<file path="config.mk">
export PLATFORM = sky130hd
export DESIGN_NAME = rename_free_list_flat
export DESIGN_NICKNAME = d
export VERILOG_FILES = /design/src/rtl/rename_free_list_if.sv /design/src/rtl/rename_free_list.sv /design/src/flat_wrapper.sv
export SDC_FILE = /design/constraint.sdc
export NUM_CORES = 1
export LEC_CHECK = 0
export BUFFER_PORTS_ARGS = -buffer_cell sky130_fd_sc_hd__buf_2
export CAP_MARGIN = 20
export CORE_MARGIN = 4
export CORE_UTILIZATION = 50
export CTS_CLUSTER_SIZE = 30
export DETAILED_ROUTE_END_ITERATION = 8
export PLACE_DENSITY = 0.66
export SLEW_MARGIN = 15
export SYNTH_ARGS = -nofsm -noshare
export SYNTH_HDL_FRONTEND = slang
export SYNTH_SLANG_ARGS = --single-unit
</file>
<file path="constraint.sdc">
create_clock -name clock -period 11.1 [get_ports clock]
set_input_delay 2.775 -clock clock [delete_from_list [all_inputs] [get_ports clock]]
set_output_delay 2.775 -clock clock [all_outputs]
set_load 0.02 [all_outputs]
</file>
<file path="src/rtl/rename_free_list_if.sv">
// Rename free-list port bundle: allocation lanes, commit release lanes,
// checkpoint/restore controls and occupancy status.
interface rename_free_list_if #(
  parameter int PHYS_REGS = 64,
  parameter int NUM_LANES = 2
);
  localparam int RRN_W = $clog2(PHYS_REGS);
  localparam int CNT_W = RRN_W + 1;

  logic [NUM_LANES-1:0]            alloc_req;
  logic [NUM_LANES-1:0][RRN_W-1:0] alloc_rrn;
  logic                            alloc_grant;
  logic [NUM_LANES-1:0]            release_valid;
  logic [NUM_LANES-1:0][RRN_W-1:0] release_rrn;
  logic                            checkpoint;
  logic                            restore;
  logic [CNT_W-1:0]                free_count;
  logic                            empty;
  logic                            overflow;

  modport master (
    output alloc_req, release_valid, release_rrn, checkpoint, restore,
    input  alloc_rrn, alloc_grant, free_count, empty, overflow
  );

  modport slave (
    input  alloc_req, release_valid, release_rrn, checkpoint, restore,
    output alloc_rrn, alloc_grant, free_count, empty, overflow
  );
endinterface

</file>
<file path="src/rtl/rename_free_list.sv">
// Circular free list of physical register numbers for rename: multi-lane
// all-or-nothing allocate, commit-time release. Define RENAME_FREE_LIST_CHECKPOINT_EN
// to enable the single-snapshot checkpoint/restore of the read pointer.
module rename_free_list_lane #(
  parameter int RRN_W     = 6,
  parameter int NUM_LANES = 2,
  parameter int POS_W     = 1
) (
  input  logic                            req,
  input  logic [POS_W-1:0]                pos,
  input  logic [NUM_LANES-1:0][RRN_W-1:0] offer,
  output logic [RRN_W-1:0]                rrn,
  input  logic                            rel_valid,
  input  logic [RRN_W-1:0]                rel_rrn,
  output logic                            rel_keep
);
  assign rrn      = req ? offer[pos] : '0;
  // rrn 0 is the hardwired zero register and never re-enters the pool
  assign rel_keep = rel_valid && (rel_rrn != '0);
endmodule

module rename_free_list #(
  parameter int PHYS_REGS = 64,
  parameter int ARCH_REGS = 32,
  parameter int NUM_LANES = 2
) (
  input  logic            clock,
  input  logic            reset,
  rename_free_list_if.slave fl
);
  localparam int RRN_W = $clog2(PHYS_REGS);
  localparam int CNT_W = RRN_W + 1;
  localparam int POS_W = (NUM_LANES > 1) ? $clog2(NUM_LANES) : 1;

  logic [RRN_W-1:0] mem [PHYS_REGS];
  logic [RRN_W-1:0] rd_ptr, wr_ptr;
  logic [CNT_W-1:0] free_count_q;
  logic             overflow_q;

  logic [NUM_LANES-1:0][RRN_W-1:0] offer;
  logic [NUM_LANES-1:0][POS_W-1:0] pos;
  logic [NUM_LANES-1:0]            rel_keep, rel_acc;
  logic [NUM_LANES-1:0][RRN_W-1:0] wr_idx;
  logic [CNT_W-1:0] n_req, n_alloc, fc_after, n_rel, room;
  logic [RRN_W-1:0] rd_ptr_nxt, wr_ptr_nxt;
  logic [CNT_W-1:0] fc_nxt;
  logic             grant_raw, alloc_fire, rel_drop;
  logic             restore_en, ckpt_en;

`ifdef RENAME_FREE_LIST_CHECKPOINT_EN
  logic [RRN_W-1:0] snap_rd, rest_diff;
  logic [CNT_W-1:0] rest_fc;
  assign restore_en = fl.restore;
  assign ckpt_en    = fl.checkpoint && !fl.restore;
`else
  logic unused_ctrl;
  assign unused_ctrl = fl.checkpoint ^ fl.restore;
  assign restore_en  = 1'b0;
  assign ckpt_en     = 1'b0;
`endif

  // Consecutive entries from rd_ptr; requesting lanes pick them in lane order
  for (genvar i = 0; i < NUM_LANES; i++) begin : g_lane
    assign offer[i] = mem[rd_ptr + RRN_W'(i)];
    rename_free_list_lane #(.RRN_W(RRN_W), .NUM_LANES(NUM_LANES), .POS_W(POS_W)) u_lane (
      .req       (fl.alloc_req[i]),
      .pos       (pos[i]),
      .offer     (offer),
      .rrn       (fl.alloc_rrn[i]),
      .rel_valid (fl.release_valid[i]),
      .rel_rrn   (fl.release_rrn[i]),
      .rel_keep  (rel_keep[i])
    );
  end

  always_comb begin
    n_req = '0;
    pos   = '0;
    for (int i = 0; i < NUM_LANES; i++) begin
      pos[i] = POS_W'(n_req);
      n_req  = n_req + CNT_W'(fl.alloc_req[i]);
    end
  end

  assign grant_raw  = (n_req != '0) && (free_count_q >= n_req);
  assign alloc_fire = grant_raw && !restore_en;
  assign n_alloc    = alloc_fire ? n_req : '0;
  assign fc_after   = free_count_q - n_alloc;

  // Releases are accepted entry-wise while there is room after this cycle's grant
  always_comb begin
    room     = fc_after;
    n_rel    = '0;
    rel_acc  = '0;
    rel_drop = 1'b0;
    wr_idx   = '0;
    for (int i = 0; i < NUM_LANES; i++) begin
      wr_idx[i] = wr_ptr + n_rel[RRN_W-1:0];
      if (rel_keep[i]) begin
        if (room < CNT_W'(PHYS_REGS)) begin
          rel_acc[i] = 1'b1;
          n_rel      = n_rel + 1'b1;
          room       = room + 1'b1;
        end else begin
          rel_drop = 1'b1;
        end
      end
    end
  end

  assign rd_ptr_nxt = rd_ptr + n_alloc[RRN_W-1:0];
  assign wr_ptr_nxt = wr_ptr + n_rel[RRN_W-1:0];
  assign fc_nxt     = fc_after + n_rel;

`ifdef RENAME_FREE_LIST_CHECKPOINT_EN
  // Equal pointers are ambiguous; rolling back can only add entries, so any
  // nonzero count before the roll back means the ring is completely free.
  assign rest_diff = wr_ptr_nxt - snap_rd;
  assign rest_fc   = (rest_diff != '0) ? {1'b0, rest_diff} :
                     ((free_count_q + n_rel) != '0) ? CNT_W'(PHYS_REGS) : '0;
`endif

  always_ff @(posedge clock) begin
    if (reset) begin
      for (int k = 0; k < PHYS_REGS; k++)
        mem[k] <= (k < PHYS_REGS - ARCH_REGS) ? RRN_W'(ARCH_REGS + k) : '0;
      rd_ptr       <= '0;
      wr_ptr       <= RRN_W'(PHYS_REGS - ARCH_REGS);
      free_count_q <= CNT_W'(PHYS_REGS - ARCH_REGS);
      overflow_q   <= 1'b0;
`ifdef RENAME_FREE_LIST_CHECKPOINT_EN
      snap_rd      <= '0;
`endif
    end else begin
      for (int i = 0; i < NUM_LANES; i++)
        if (rel_acc[i]) mem[wr_idx[i]] <= fl.release_rrn[i];
      wr_ptr <= wr_ptr_nxt;
      if (rel_drop) overflow_q <= 1'b1;
`ifdef RENAME_FREE_LIST_CHECKPOINT_EN
      if (restore_en) begin
        rd_ptr       <= snap_rd;
        free_count_q <= rest_fc;
      end else begin
        rd_ptr       <= rd_ptr_nxt;
        free_count_q <= fc_nxt;
      end
      if (ckpt_en) snap_rd <= rd_ptr_nxt;
`else
      rd_ptr       <= rd_ptr_nxt;
      free_count_q <= fc_nxt;
`endif
    end
  end

  assign fl.alloc_grant = alloc_fire;
  assign fl.free_count  = free_count_q;
  assign fl.empty       = (free_count_q == '0);
  assign fl.overflow    = overflow_q;
endmodule

</file>
<file path="src/flat_wrapper.sv">
// flat-port wrapper written by rule: the top's interface ports become plain ports
module rename_free_list_flat 
#(
  parameter int PHYS_REGS = 64,
  parameter int ARCH_REGS = 32,
  parameter int NUM_LANES = 2
)
  (clock, reset, fl_alloc_req, fl_release_valid, fl_release_rrn, fl_checkpoint, fl_restore, fl_alloc_rrn, fl_alloc_grant, fl_free_count, fl_empty, fl_overflow);
  rename_free_list_if #(.PHYS_REGS(PHYS_REGS), .NUM_LANES(NUM_LANES)) fl_i ();
  input  logic clock;
  input  logic reset;
  input wire logic [$bits(fl_i.alloc_req)-1:0] fl_alloc_req;
  input wire logic [$bits(fl_i.release_valid)-1:0] fl_release_valid;
  input wire logic [$bits(fl_i.release_rrn)-1:0] fl_release_rrn;
  input wire logic [$bits(fl_i.checkpoint)-1:0] fl_checkpoint;
  input wire logic [$bits(fl_i.restore)-1:0] fl_restore;
  output wire logic [$bits(fl_i.alloc_rrn)-1:0] fl_alloc_rrn;
  output wire logic [$bits(fl_i.alloc_grant)-1:0] fl_alloc_grant;
  output wire logic [$bits(fl_i.free_count)-1:0] fl_free_count;
  output wire logic [$bits(fl_i.empty)-1:0] fl_empty;
  output wire logic [$bits(fl_i.overflow)-1:0] fl_overflow;
  assign fl_i.alloc_req = fl_alloc_req;
  assign fl_i.release_valid = fl_release_valid;
  assign fl_i.release_rrn = fl_release_rrn;
  assign fl_i.checkpoint = fl_checkpoint;
  assign fl_i.restore = fl_restore;
  assign fl_alloc_rrn = fl_i.alloc_rrn;
  assign fl_alloc_grant = fl_i.alloc_grant;
  assign fl_free_count = fl_i.free_count;
  assign fl_empty = fl_i.empty;
  assign fl_overflow = fl_i.overflow;
  rename_free_list #(.PHYS_REGS(PHYS_REGS), .ARCH_REGS(ARCH_REGS), .NUM_LANES(NUM_LANES)) u_core (.clock(clock), .reset(reset), .fl(fl_i));
endmodule
</file>
==> impl_metrics.ini, run 1 <==
[outcome]
status = completed

[route]
first_pass_iters = 6
detail_route.wl_per_cell_um = 33.1
detail_route.vias_per_cell = 7.15
postRouteAntennaNets = 0
drt_wl_total_um = 101000
dr_total_vias = 21800
drc_errors = 0
drtIter0Drc = 3538

[min_path]
min_path_cells = 2
whs_endpoint = u_core.fl.overflow
min_path_type = reg2reg
hold_start = u_core.fl.overflow

[yosys]
synth_warnings = 0
ys_top_cells_by_count = mux2_2 (385), edfxtp_1 (384), nor2_1 (320)
synth-seq-cells = 404
ys_seq_area_frac = 0.431
avgSynthCellArea_um2 = 11.8
ys_types = 64
synth_top_area_frac = 0.417
synth.most_common_cell = mux2_2
netlist_area_um2 = 27700
yosys_most_used_dff = edfxtp_1
synth-async-reset-ratio = 0
synth_edf_count = 384
synth_nets = 2391
syn_inst = 2351
synth.area.top_cells = edfxtp_1 (42%), mux2_2 (16%), mux4_2 (12%)
yosys.area.top_type = edfxtp_1

[layout]
syn2layout_area_growth_pct = 8.87
antenna_cells = 0
drive_above_1_share = 0.343
multi_input_area_um2 = 14900
fin_nets = 2311
seqCellArea_um2 = 11900
fillers = 4477

[sta]
rsz0062_at_grt = false
slew_headroom = 0.180
min_period_over_period = 0.860
finalClockSkew_ns = 0.0201
tightest_slew_ns = 1.23
fin_crit_ns = 9.54
final-hold-violation-count = 0
fmax_mhz = 105
fin_tns_setup_ns = 0
finalSetupViolCount = 0
slew_viol_final = 0

[setup_path]
crit_chain = buf_2 > inv_1 > ha_1 > ha_1 > nand2b_1 > a2111oi_0 > nor2_1 > and2_1 > ha_1 > inv_1 > fa_1 > or3_1 > nand2_1 > nor2_1 > ha_1 > ha_1 > xor2_1 > nand2_1 > nor2_1 > nand4_1 > o211ai_1
cp_max_fo = 12
required_ns = 11.33
end_kind = register
rr_worst_depth = 17
critical-path-max-stage-delay_ns = 0.94
r2r_setup_slack_ns = 4.04
cp.arrival_ns = 9.78
timing.rr.end = u_core.mem[15][3]
reg2reg_from = u_core.fl.free_count[2]
path_class = in2reg
path_common_cell = ha_1
cp_slowest_cell = nor2_1
critPathLaunchType = input port

[die]
core_area_um2 = 54300
io_pins = 42
fp-row-count = 85
fp.dieW_um = 243
initial_utilization = 0.509
die-area_um2 = 59200
die_h_um = 243

[grt]
grt_util_all_layers = 0.332
first_global_vias = 20900
grt_pass1_wl_um = 145000
grt_max_degree = 98
gr-total-overflow = 0
antenna_found_initial = 2

[clock_network]
clkTransAtPathRegs_ns = 0.06
cts_tree = yes
post-cts-setup-buffers = 0
postCtsHoldBufs = 0
clock_latency_ns = 0.60
cts.htree.levels = 2
post_cts_resized = 0
clock_sinks = 404
numCtsBuffers = 45
clk_path_buf_depth = 3
cts_root_buf = clkbuf_16

[power]
ir_worst_vdd_v = 0.000112
leakage_nw = 10.0
power_mw = 5.10
powerDensity_nw_per_um2 = 169

[flow_run]
drv_cap = 0

[place]
gp_congestion = 1.04
dp.final_hpwl_um = 67300
io_buffer_count = 39
## layout by cell type (no fill, tap or decap), types with 5 or more instances in the layout
master and n:
a211oi_1 19, a21oi_1 63, a221oi_1 31, a22oi_1 6, a31oi_1 7, a32oi_1 6
and3_1 6, buf_2 38, buf_4 56, bufinv_16 11, clkbuf_16 47, clkinv_1 6
clkinv_2 12, dfxtp_1 18, edfxtp_1 384, ha_1 15, inv_1 16, mux2_2 385
mux2i_1 107, mux4_2 148, nand2_1 267, nand3_1 33, nand4_1 24, nand4_2 27
nand4_4 17, nor2_1 319, nor2b_1 17, nor3_1 6, nor3_2 5, nor4_1 7
o211ai_1 34, o21ai_0 30, o221ai_1 11, o22ai_1 14, or3_1 7, xnor2_1 7
xor2_1 10
## logic make-up after synthesis
logic type | share of synthesized area
AND/OR/NAND/NOR | 0.137
adder cells (fa/ha/maj) | 0.0101
XOR/XNOR | 0.00728
buffers and inverters | 0.0360
AO/OA/AOI/OAI | 0.0624
flip-flops | 0.431
multiplexers | 0.316
## stage by stage
stage	hold slack (ns)	utilization	instances	area (um2)	setup WS, ns
2_1_floorplan	0.522	-	2351	27700	1.95
3_3_place_gp	0.434	0.524	2961	28500	1.53
3_5_place_dp	0.444	0.524	2962	28500	1.26
4_1_cts	0.456	0.554	3044	30100	1.81
5_1_grt	0.470	0.554	3045	30100	1.25
6_report	0.455	0.554	3045	30100	1.56
## area by class of cell
| cell class | count | area share |
|---|---|---|
| Clock buffer | 50 | 0.0394 |
| Clock inverter | 32 | 0.0149 |
| Inverter | 19 | 0.00237 |
| Multi-Input combinational cell | 1704 | 0.495 |
| Sequential cell | 404 | 0.396 |
| Tap cell | 739 | 0.0307 |
| Timing Repair Buffer | 97 | 0.0216 |
## flip-flops by register name, indices dropped and copies added, names as in the netlist
name	flops
u_core.fl.overflow	1
u_core.fl.free_count	7
u_core.mem	384
u_core.rd_ptr	6
u_core.wr_ptr	6
## metal layers
layer  GRT usage  vias to the layer above  share of wire
met5           0                        -        0.00014
met4       0.166                        2          0.062
met3      0.0912                      350           0.15
li1            -                     8829              -
met1       0.453                    10800           0.36
met2       0.491                     1838           0.43
## worst max-delay path by stage
stage,from,to,slack [ns]
detailed placement,fl_alloc_req[0],u_core.mem[31][5],1.26
global placement,fl_alloc_req[0],u_core.mem[15][3],1.53
finish,fl_alloc_req[0],u_core.mem[15][3],1.56
CTS,fl_alloc_req[0],u_core.mem[31][0],1.81
floorplan,fl_alloc_req[0],u_core.mem[39][0],1.95
global route,fl_alloc_req[0],u_core.mem[55][5],1.25
## report_power, final
group	switching (mW)	internal, mW	total, mW
combinational	0.999	0.546	1.55
clock	0.664	1.03	1.69
sequential	0.115	1.75	1.86
## critical path: cells and delay by family
| family | cells | cell delay [ns] |
|---|---|---|
| adders and majority gates | 6 | 1.94 |
| AOI/OAI and AO/OA | 2 | 0.99 |
| buffers and inverters | 3 | 0.61 |
| xor gates and xnor gates | 1 | 0.47 |
| and+or+nand+nor | 9 | 2.99 |
Power figures use the tool's default switching activity.
==> run 2: changes to the inputs <==
==> constraint.sdc (replaced) <==
create_clock -name clock -period 11.1 [get_ports clock]
set_input_delay 1.11 -clock clock [delete_from_list [all_inputs] [get_ports clock]]
set_output_delay 1.11 -clock clock [all_outputs]
set_load 0.02 [all_outputs]
==> run 2 against run 1 <==
Power decreased by 5.6%. Fmax increased by 22%. Hold slack got worse by 0.0056 ns. Via count about the same. Register-to-register slack improved by 0.07 ns. Clock skew increased by 0.0028 ns. Sequential power about the same. Clock power decreased by 16%. Sequential cell count unchanged. Critical path type unchanged.
==> impl_metrics.ini, run 2 (same netlist as run 1, synthesis figures left out) <==
[outcome]
status = completed

[die]
die-area_um2 = 59200
initial_utilization = 0.509
fp.dieW_um = 243
core_area_um2 = 54300
io_pins = 42
fp-row-count = 85
die_h_um = 243

[sta]
finalClockSkew_ns = 0.0229
slew_viol_final = 0
hold_ws_ns = 0.449
finalSetupViolCount = 0
fin_tns_setup_ns = 0
rsz0062_at_grt = false
tightest_slew_ns = 1.34
slew_headroom = 0.0990
fmax_mhz = 128
min_period_over_period = 0.705
final-hold-violation-count = 0
fin_crit_ns = 7.83

[setup_path]
path_class = in2reg
required_ns = 11.31
cp_max_fo = 12
r2r_setup_slack_ns = 4.11
cp.arrival_ns = 8.04
end_kind = register
critPathLaunchType = input port

[layout]
seqCellArea_um2 = 11900
largest_register_ff_count = 384
fillers = 4518
syn2layout_area_growth_pct = 7.77
layout_common_cells = mux2_2 (385), edfxtp_1 (384), nor2_1 (319)
antenna_cells = 0
fin_nets = 2308
drive_above_1_share = 0.335
largest-register = u_core.mem
multi_input_area_um2 = 14900
final_common_cell = mux2_2

[power]
leakage_nw = 9.88
ir_worst_vdd_v = 0.000146
powerDensity_nw_per_um2 = 162
power_mw = 4.82

[clock_network]
postCtsHoldBufs = 0
clkTransAtPathRegs_ns = 0.06
cts.htree.levels = 2
clock_sinks = 404
post-cts-setup-buffers = 0
clk_path_buf_depth = 3
cts_root_buf = clkbuf_16
cts_tree = yes
clock_latency_ns = 0.59
post_cts_resized = 0
numCtsBuffers = 43

[grt]
grt_pass1_wl_um = 146000
grt_util_all_layers = 0.336
grt_max_degree = 137
gr-total-overflow = 0
antenna_found_initial = 4
first_global_vias = 20700

[place]
gp_congestion = 1.02
dp.final_hpwl_um = 67700
io_buffer_count = 39

[route]
drc_errors = 0
postRouteAntennaNets = 0
drtIter0Drc = 3435
drt_wl_total_um = 101000
first_pass_iters = 6
detail_route.vias_per_cell = 7.17
dr_total_vias = 21800
detail_route.wl_per_cell_um = 33.4

[flow_run]
drv_cap = 0

[min_path]
min_path_type = reg2reg
-- run 2: cell types whose count changed in the layout (fill, tap and decap cells not counted) --
cell / previous run / this run
clkbuf_2: 1 / 0
buf_6: 0 / 2
clkinvlp_4: 4 / 2
bufinv_16: 11 / 1
clkinv_1: 6 / 11
clkinv_4: 1 / 0
clkbuf_8: 0 / 3
clkbuf_16: 47 / 45
inv_6: 1 / 0
clkbuf_1: 3 / 13
clkinv_2: 12 / 6
buf_4: 56 / 54
inv_4: 0 / 1
-- run 2: per-stage QoR --
step | area, um2 | cells | utilization | setup WS [ns]
global placement | 28400 | 2958 | 0.523 | 3.09
detailed placement | 28500 | 2960 | 0.524 | 2.88
CTS | 29800 | 3039 | 0.548 | 3.47
floorplan | 27700 | 2351 | - | 3.61
finish | 29800 | 3041 | 0.549 | 3.27
global route | 29800 | 3041 | 0.549 | 3.00
-- run 2: metal layers --
layer  vias up  track usage  routed length (um)
li1       8851            -                   -
met1     10800        0.456               37400
met2      1756        0.491               43300
met3       339        0.110               14900
met4         4        0.152                5740
met5         -            0                  26
-- run 2: where the power goes --
group	internal (mW)	total (mW)	switching, mW
Clock	0.787	1.42	0.630
Sequential	1.75	1.85	0.100
Combinational	0.545	1.55	1.01
Total	3.08	4.82	1.74
-- run 2: final cells by class --
type	count	share of cell area
timing repair buffer	96	0.0219
inverter	19	0.00239
tap	739	0.0310
multi-input combinational	1704	0.500
sequential	404	0.400
clock buffer	61	0.0408
clock inverter	18	0.00374
-- run 2: path summary, 6_finish.rpt --
path                                               from                  to  cells after the start
worst max-delay path                    fl_alloc_req[0]   u_core.mem[31][3]                     21
worst min-delay path                 u_core.fl.overflow  u_core.fl.overflow                      2
worst max register to register  u_core.fl.free_count[2]   u_core.mem[31][3]                     17
worst min register to register       u_core.fl.overflow  u_core.fl.overflow                      2
-- run 2: critical path, stage by stage --
cell       delay, ns
buf_2           0.23
inv_1           0.29
ha_1            0.39
ha_1            0.27
nand2b_1        0.13
a2111oi_0       0.40
nor2_1          0.12
and2_1          0.22
ha_1            0.21
inv_1           0.08
fa_1            0.42
or3_1           0.33
nand2_1         0.17
nor2_1          0.23
ha_1            0.25
ha_1            0.36
xor2_1          0.45
nand2_1         0.16
nor2_1          1.01
nand4_1         0.62
o211ai_1        0.56
